[src/rtl/mem_stage_ws.sv]
// Pipeline memory stage with a configurable-latency internal data RAM, stall handshake,
// byte-lane loads/stores and alignment/range fault detection.
module mem_stage_ws #(
  parameter int XLEN  = 32,
  parameter int DEPTH = 64,
  parameter int WAIT  = 2
) (
  input  logic            clk,
  input  logic            rst,
  input  logic            en,
  input  logic            write,
  input  logic [XLEN-1:0] addr,
  input  logic [XLEN-1:0] write_data,
  input  logic [1:0]      size,
  input  logic            load_unsigned,
  input  logic            en_wb,
  input  logic            use_pcp4,
  input  logic [XLEN-1:0] pcp4,
  input  logic [4:0]      reg_write,
  output logic [XLEN-1:0] read_data,
  output logic            en_wb_out,
  output logic            use_pcp4_out,
  output logic [XLEN-1:0] pcp4_out,
  output logic [4:0]      reg_write_out,
  output logic            valid_out,
  output logic            stall,
  output logic            fault
);

  localparam int AW = (DEPTH > 1) ? $clog2(DEPTH) : 1;

  typedef enum logic {IDLE, BUSY} state_t;

  state_t r_state, w_state_nxt;

  logic            r_en, r_write, r_lu, r_en_wb, r_use_pcp4;
  logic [XLEN-1:0] r_addr, r_wdata, r_pcp4;
  logic [1:0]      r_size;
  logic [4:0]      r_reg_write;
  logic [3:0]      r_cnt;
  logic [XLEN-1:0] r_mem [DEPTH];

  logic            w_en, w_write, w_lu, w_en_wb, w_use_pcp4;
  logic [XLEN-1:0] w_addr, w_wdata, w_pcp4;
  logic [1:0]      w_size;
  logic [4:0]      w_reg_write;
  logic            w_misaligned, w_legal, w_complete, w_start, w_mem_we;
  logic [AW-1:0]   w_idx;
  logic [XLEN-1:0] w_rword, w_shifted, w_load, w_lane;
  logic [3:0]      w_be;

  // One access path serves both the same-edge (IDLE) and the delayed (BUSY) completion:
  // IDLE sees the live request, BUSY sees the captured one.
  always_comb begin
    if (r_state == IDLE) begin
      w_en        = en;
      w_write     = write;
      w_addr      = addr;
      w_wdata     = write_data;
      w_size      = size;
      w_lu        = load_unsigned;
      w_en_wb     = en_wb;
      w_use_pcp4  = use_pcp4;
      w_pcp4      = pcp4;
      w_reg_write = reg_write;
    end else begin
      w_en        = r_en;
      w_write     = r_write;
      w_addr      = r_addr;
      w_wdata     = r_wdata;
      w_size      = r_size;
      w_lu        = r_lu;
      w_en_wb     = r_en_wb;
      w_use_pcp4  = r_use_pcp4;
      w_pcp4      = r_pcp4;
      w_reg_write = r_reg_write;
    end
  end

  always_comb begin
    w_misaligned = 1'b0;
    unique case (w_size)
      2'd0:    w_misaligned = 1'b0;
      2'd1:    w_misaligned = w_addr[0];
      2'd2:    w_misaligned = |w_addr[1:0];
      default: w_misaligned = 1'b1;
    endcase
    w_legal = !w_misaligned && (w_addr[XLEN-1:2] < (XLEN-2)'(DEPTH));
  end

  assign w_idx     = w_addr[AW+1:2];
  assign w_rword   = r_mem[w_idx];
  assign w_shifted = w_rword >> {w_addr[1:0], 3'b000};

  always_comb begin
    w_load = w_rword;
    w_be   = 4'b1111;
    w_lane = w_wdata;
    unique case (w_size)
      2'd0: begin
        w_load = {{(XLEN-8){~w_lu & w_shifted[7]}}, w_shifted[7:0]};
        w_be   = 4'b0001 << w_addr[1:0];
        w_lane = {4{w_wdata[7:0]}};
      end
      2'd1: begin
        w_load = {{(XLEN-16){~w_lu & w_shifted[15]}}, w_shifted[15:0]};
        w_be   = w_addr[1] ? 4'b1100 : 4'b0011;
        w_lane = {2{w_wdata[15:0]}};
      end
      default: begin
        w_load = w_rword;
        w_be   = 4'b1111;
        w_lane = w_wdata;
      end
    endcase
  end

  always_comb begin
    w_state_nxt = r_state;
    w_complete  = 1'b0;
    w_start     = 1'b0;
    unique case (r_state)
      IDLE: begin
        if (en && w_legal && (WAIT != 0)) begin
          w_state_nxt = BUSY;
          w_start     = 1'b1;
        end else begin
          w_complete  = 1'b1;
        end
      end
      BUSY: begin
        if (r_cnt == '0) begin
          w_complete  = 1'b1;
          w_state_nxt = IDLE;
        end
      end
      default: w_state_nxt = IDLE;
    endcase
  end

  always_ff @(posedge clk or posedge rst) begin
    if (rst) r_state <= IDLE;
    else     r_state <= w_state_nxt;
  end

  assign stall = (r_state == BUSY);

  always_ff @(posedge clk or posedge rst) begin
    if (rst) begin
      r_en        <= 1'b0;
      r_write     <= 1'b0;
      r_addr      <= '0;
      r_wdata     <= '0;
      r_size      <= '0;
      r_lu        <= 1'b0;
      r_en_wb     <= 1'b0;
      r_use_pcp4  <= 1'b0;
      r_pcp4      <= '0;
      r_reg_write <= '0;
      r_cnt       <= '0;
    end else begin
      if (r_state == IDLE) begin
        r_en        <= en;
        r_write     <= write;
        r_addr      <= addr;
        r_wdata     <= write_data;
        r_size      <= size;
        r_lu        <= load_unsigned;
        r_en_wb     <= en_wb;
        r_use_pcp4  <= use_pcp4;
        r_pcp4      <= pcp4;
        r_reg_write <= reg_write;
      end
      if (w_start)                r_cnt <= 4'(WAIT - 1);
      else if (r_state == BUSY)   r_cnt <= r_cnt - 4'd1;
    end
  end

  // Gating on rst keeps a store from landing when reset is held across the edge.
  assign w_mem_we = w_complete && w_en && w_write && w_legal && !rst;

  always_ff @(posedge clk) begin
    if (w_mem_we) begin
      for (int unsigned b = 0; b < 4; b++) begin
        if (w_be[b]) r_mem[w_idx][8*b +: 8] <= w_lane[8*b +: 8];
      end
    end
  end

  always_ff @(posedge clk or posedge rst) begin
    if (rst) begin
      read_data     <= '0;
      en_wb_out     <= 1'b0;
      use_pcp4_out  <= 1'b0;
      pcp4_out      <= '0;
      reg_write_out <= '0;
      valid_out     <= 1'b0;
      fault         <= 1'b0;
    end else begin
      valid_out <= w_complete;
      fault     <= w_complete && w_en && !w_legal;
      if (w_complete) begin
        use_pcp4_out  <= w_use_pcp4;
        pcp4_out      <= w_pcp4;
        reg_write_out <= w_reg_write;
        en_wb_out     <= w_en_wb && !(w_en && !w_legal);
        if (!w_en)                   read_data <= w_addr;
        else if (!w_legal || w_write) read_data <= '0;
        else                         read_data <= w_load;
      end
    end
  end

endmodule

[config.mk]
export PLATFORM = sky130hd
export DESIGN_NAME = mem_stage_ws
export DESIGN_NICKNAME = d
export VERILOG_FILES = /design/src/rtl/mem_stage_ws.sv
export SDC_FILE = /design/constraint.sdc
export NUM_CORES = 2
export LEC_CHECK = 0
export CORE_AREA = 2 2 438 657
export DETAILED_ROUTE_END_ITERATION = 7
export DIE_AREA = 0 0 440 659
export PLACE_DENSITY = 0.54
export SLEW_MARGIN = 0
export SYNTH_ARGS = -nofsm -noshare
export SYNTH_HDL_FRONTEND = slang
export SYNTH_SLANG_ARGS = --single-unit
export TNS_END_PERCENT = 50
[constraint.sdc]
create_clock -name clk -period 16.5 [get_ports clk]
set_input_delay 3.3 -clock clk [delete_from_list [all_inputs] [get_ports clk]]
set_output_delay 3.3 -clock clk [all_outputs]
set_load 0.05 [all_outputs]
; ---- After elaboration in Yosys (flattened, before gate mapping)
; Memories as Yosys holds them, arrays and structs flattened.
; Cells that the tools add are included.
[word_totals]
ramBits = 2048
mem_count = 1
input_bits = 110
output_inout_bits = 74
reg_bits = 186
word_cells = 86
[memory_table]
columns = name, depth, word_bits, rd, rd_clocked_by_memory_dff, wr, line
row1 = r_mem, 64, 32, 1, 0, 1, 41  ; logic [XLEN-1:0] r_mem [DEPTH];
[classes]
order_cmp = 1
n_eq_ne = 2
n_addsub = 1
n_mux = 38
n_reduce_logical = 18
shifts = 2
n_bitwise = 4
[ops]
columns = op, count
row1 = two-way mux 32 bit, 5
row2 = one-hot mux 32 bit (2 select lines), 2
row3 = >> shifter 32 x 5 -> 16 bit, 1
row4 = "< comparator 30 x 7 -> 1 bit, second input constant", 1
row5 = two-way mux 1 bit, 22
row6 = two-way mux 4 bit, 3
row7 = logical AND 1 bit, 9
row8 = one-hot mux 4 bit (2 select lines), 1
row9 = two-way mux 5 bit, 1
row10 = zero test 1 bit, 4
row11 = zero test 4 bit, 1
row12 = one-hot mux 1 bit (2 select lines), 2
row13 = "left shift 1 x 2 -> 4 bit, first input constant", 1
row14 = "subtractor 4 x 1 -> 4 bit, second input constant", 1
row15 = one-hot mux 1 bit (3 select lines), 1
row16 = AND 1 bit, 2
row17 = "== test 2 x 1 -> 1 bit, second input constant", 1
row18 = "== test 2 bit, second input constant", 1
row19 = zero test 2 bit, 1
row20 = two-way mux 2 bit, 1
row21 = NOT 1 bit, 2
row22 = nonzero test 2 bit, 1
row23 = OR reduction 2 bit, 1
row24 = logical OR 1 bit, 1

; ---- Depth between registers and ports, before layout
[logic_depth]
depth_word = 14
mapped_depth = 18
mapped_depth_nobuf = 11

; ---- Least setup slack after synthesis
; No wires, ideal clock.
[synth_path]
path_type = input port to flip-flop
startpoint = input port rst
endpoint = memory r_mem[11][24], enable pin
path_stages = 6
slack_ps = 7074
setup_ps = 383
t_required_ps = 16117
arrival_ps = 9043
n_path_buf = 1
path_cell_list = inv_1 > nand2_1 > nor4_2 > o21ai_2 > clkbuf_1 > nor3_1
[synth_between]
elab_chain_len = 4
[synth_rtl]
columns = element, line
row1 = from (decl), 9  ; input logic rst,
row2 = zero test 1 bit (no line), n/a
row3 = logical AND 1 bit, 180  ; assign w_mem_we = w_complete && w_en && w_write && w_legal && !rst;
row4 = two-way mux 1 bit, 183  ; if (w_mem_we) begin
row5 = two-way mux 1 bit (implied by the code), 185  ; if (w_be[b]) r_mem[w_idx][8*b +: 8] <= w_lane[8*b +: 8];
row6 = to (decl), 41
; No other way between the ends.

; ---- Final worst setup path
[layout_path]
startpoint = input port addr[2]
endpoint = register read_data[2]
[layout_between]
elab_chain_len = 7
elab_cells_between_ends = 13
classes_between = order compare: 1 / shift: 1 / mux: 6 / reduce/logical: 4 / memory: 1
[layout_rtl]
columns = element, line
row1 = from (decl), 12  ; input logic [XLEN-1:0] addr,
row2 = two-way mux 32 bit *, n/a
row3 = "parallel branches: the longest is 6 deep, another holds memory read (64 x 32 bit)", n/a
row4 = to (signal assigned), 207  ; if (!w_en) read_data <= w_addr;
row5 = to (signal assigned), 209  ; else read_data <= w_load;
row6 = to (decl), 20  ; output logic [XLEN-1:0] read_data,
; Mark *: on every way between the ends.
; A chain may end at the register's enable or synchronous reset.

==> results_dict.tcl <==
set metrics [dict create \
    outcome "complete, but fails checks" \
    violations "max-capacitance violations, max-slew violations" \
    hold_buffers 0 \
    grt.total_usage 0.1990 \
    rsz0062_at_grt "no" \
    die-height_microns 659 \
    slew_headroom -0.09739 \
    synth-seq-area-share 0.7796 \
    cts_tree "done" \
    p_per_area_nw_per_um2 116.5 \
    drt-initial-drc-count 5897 \
    globalplace.congestion 0.9033 \
    grt_pass1_vias 52330 \
    wirelength_microns 298000 \
    syn_nets 5430 \
    overflow 0 \
    cp_data_required_time_ns 17.27 \
    synth-seq-cells 2234 \
    final_common_cell "edfxtp_1" \
    hp-class "flip-flop to flip-flop" \
    dp_cells 9145 \
    grt_max_degree 96 \
    synth_cell_types 80 \
    path_clk_slew_ns 0.07 \
    fin_nets 5701 \
    cts_made_buffers 194 \
    synth_warnings 0 \
    cts_setup_buffers 0 \
    cp_max_fo 35 \
    multi_input_area_sq_um 17470 \
    start_util 0.2984 \
    post_cts_resized 0 \
    fp-row-count 240 \
    antenna_found_initial 20 \
    ir_drop_mv 0.08564 \
    r2r_slack_ns 9.29 \
    synthToLayoutAreaGrowth_pct 15.99 \
    worstMarginPinSlew_ns 1.631 \
    power_leakage_uw 0.03103 \
    core_area_sq_um 284400 \
    period_needed_ns 9.414 \
    io_buffer_count 183 \
    syn_inst 5319 \
    cp.arrival_ns 10.18 \
    maxCapViolCount 1 \
    routedWlPerCell_microns 31.37 \
    cts_root_buf "clkbuf_16" \
    fillers 27190 \
    instances_no_fill 9498 \
    synth_area_leaders "edfxtp_1, dfrtp_1, o22ai_1" \
    ant_nets 0 \
    clock.fmax_mhz 106.2 \
    viasPerCell 5.566 \
    setup_violations 0 \
    async_flop_share 0.08326 \
    worst-setup-path-type "input port to flip-flop" \
    hold_viol_final 0 \
    syn_avg_cell_area_sq_um 15.95 \
    die_w_microns 440 \
    ios 184 \
    mostFrequentLayoutCells "edfxtp_1, o22ai_1, nand2_1" \
    drive_above_1_share 0.1424 \
    worstSkewPairLatency_ns 0.86 \
    die_area_sq_um 290000 \
    synth_edf_count 2048 \
    synth.top_cell.area_share 0.7248 \
    drc_errors 0 \
    syn-cell-area_sq_um 84850 \
    dpl.hpwl_microns 185500 \
    yosysTopAreaCell "edfxtp_1" \
    num_vias 52870 \
    cts_sinks 2234 \
    final.setup.tns_ns 0 \
    ctsLongestPathBuffers 4 \
    seq_area_sq_um 66160 \
    drt-pass1-iter-count 6 \
    skew_ns 0.03957 \
    cp-start-kind "input port" \
    htreeDepth 4 \
    drv_slew 2 \
    endpoint_kind "flip-flop" \
    synth_flop_cell "edfxtp_1" \
    grt_pass1_wl_microns 413200 \
    fin_crit_sh 0.5705 \
]
flip-flops by register name, indices dropped and copies added, names as in the netlist:
register,count
en_wb_out,1
fault,1
pcp4_out,32
r_addr,32
r_cnt,4
r_en,1
r_en_wb,1
r_lu,1
r_mem,2048
r_pcp4,32
r_reg_write,5
r_size,2
r_use_pcp4,1
r_wdata,32
r_write,1
read_data,32
reg_write_out,5
stall,1
use_pcp4_out,1
valid_out,1
final timing paths:
check,from,end,depth (start not counted)
worst max-delay path,addr[2],read_data[2],16
worst min-delay path,r_pcp4[2],r_pcp4[2],1
worst max register to register,stall,read_data[2],16
worst min register to register,r_pcp4[2],r_pcp4[2],1
max in group asynchronous,rst,r_pcp4[3],3
min in group asynchronous,rst,r_addr[2],2
cells by family after synthesis:
| group | synth area share |
|---|---|
| simple gates | 0.06255 |
| compound gates | 0.09992 |
| flops | 0.7796 |
| mux | 0.03610 |
| xor+xnor | 0.0002065 |
| fa+ha+maj | 0.0001474 |
| buf+inv | 0.02145 |
worst max-delay path, cell delays in order:
cell and delay [ns]:
clkdlybuf4s50_1 0.81, mux2i_4 0.13, buf_4 0.28, inv_6 0.24
buf_4 0.60, buf_4 0.59, buf_4 0.68, nand2_1 0.10
and3_1 0.21, nor4_1 1.32, o21ai_0 0.14, or4_1 0.84
a22oi_1 0.26, o32ai_1 0.12, a211oi_1 0.26, o22a_1 0.16
per-stage QoR:
step	instance area [sq um]	util	total power, uW	setup slack [ns]	hold WS [ns]
finish	98420	0.3461	11470	7.086	0.4914
global placement	92420	0.3250	7118	6.626	0.4733
floorplan	84850	-	6737	7.074	0.4668
CTS	98400	0.3460	11510	7.544	0.4934
global route	98410	0.3461	11730	7.170	0.5116
detailed placement	92460	0.3251	7128	6.669	0.4788
per-layer routing:
metal  global-route usage  routed length [microns]  vias to the layer above
li1                     -                        -                    21960
met2               0.3396                   145700                     2779
met4               0.1388                    24220                        8
met1               0.2285                   105800                    27380
met3              0.02992                    22220                      736
met5                    0                       55                        -
synthesized netlist by cell type (63+ instances only):
master,instances
nor3_1,192
a21oi_1,115
o22ai_1,723
o21ai_0,63
mux2i_1,90
edfxtp_1,2048
mux2_2,172
dfrtp_1,186
clkbuf_1,166
o221ai_1,65
nor2_1,273
buf_2,163
nand2_1,387
nor4_1,71
cell type report:
cell class              count  share of cell area
well taps                3751             0.04768
flip-flops and latches   2234              0.6722
repair buffers            454             0.04081
inverters                  27            0.001259
clock buffers             238             0.05207
clock inverters           106            0.008339
diodes                      9           0.0002288
multi-input cells        2679              0.1775
where the power goes:
part / internal, uW / switching (uW)
Sequential: 6240 / 11.4
Clock: 2390 / 2060
Combinational: 184 / 582
No activity file was read; power rests on OpenSTA's default activity.
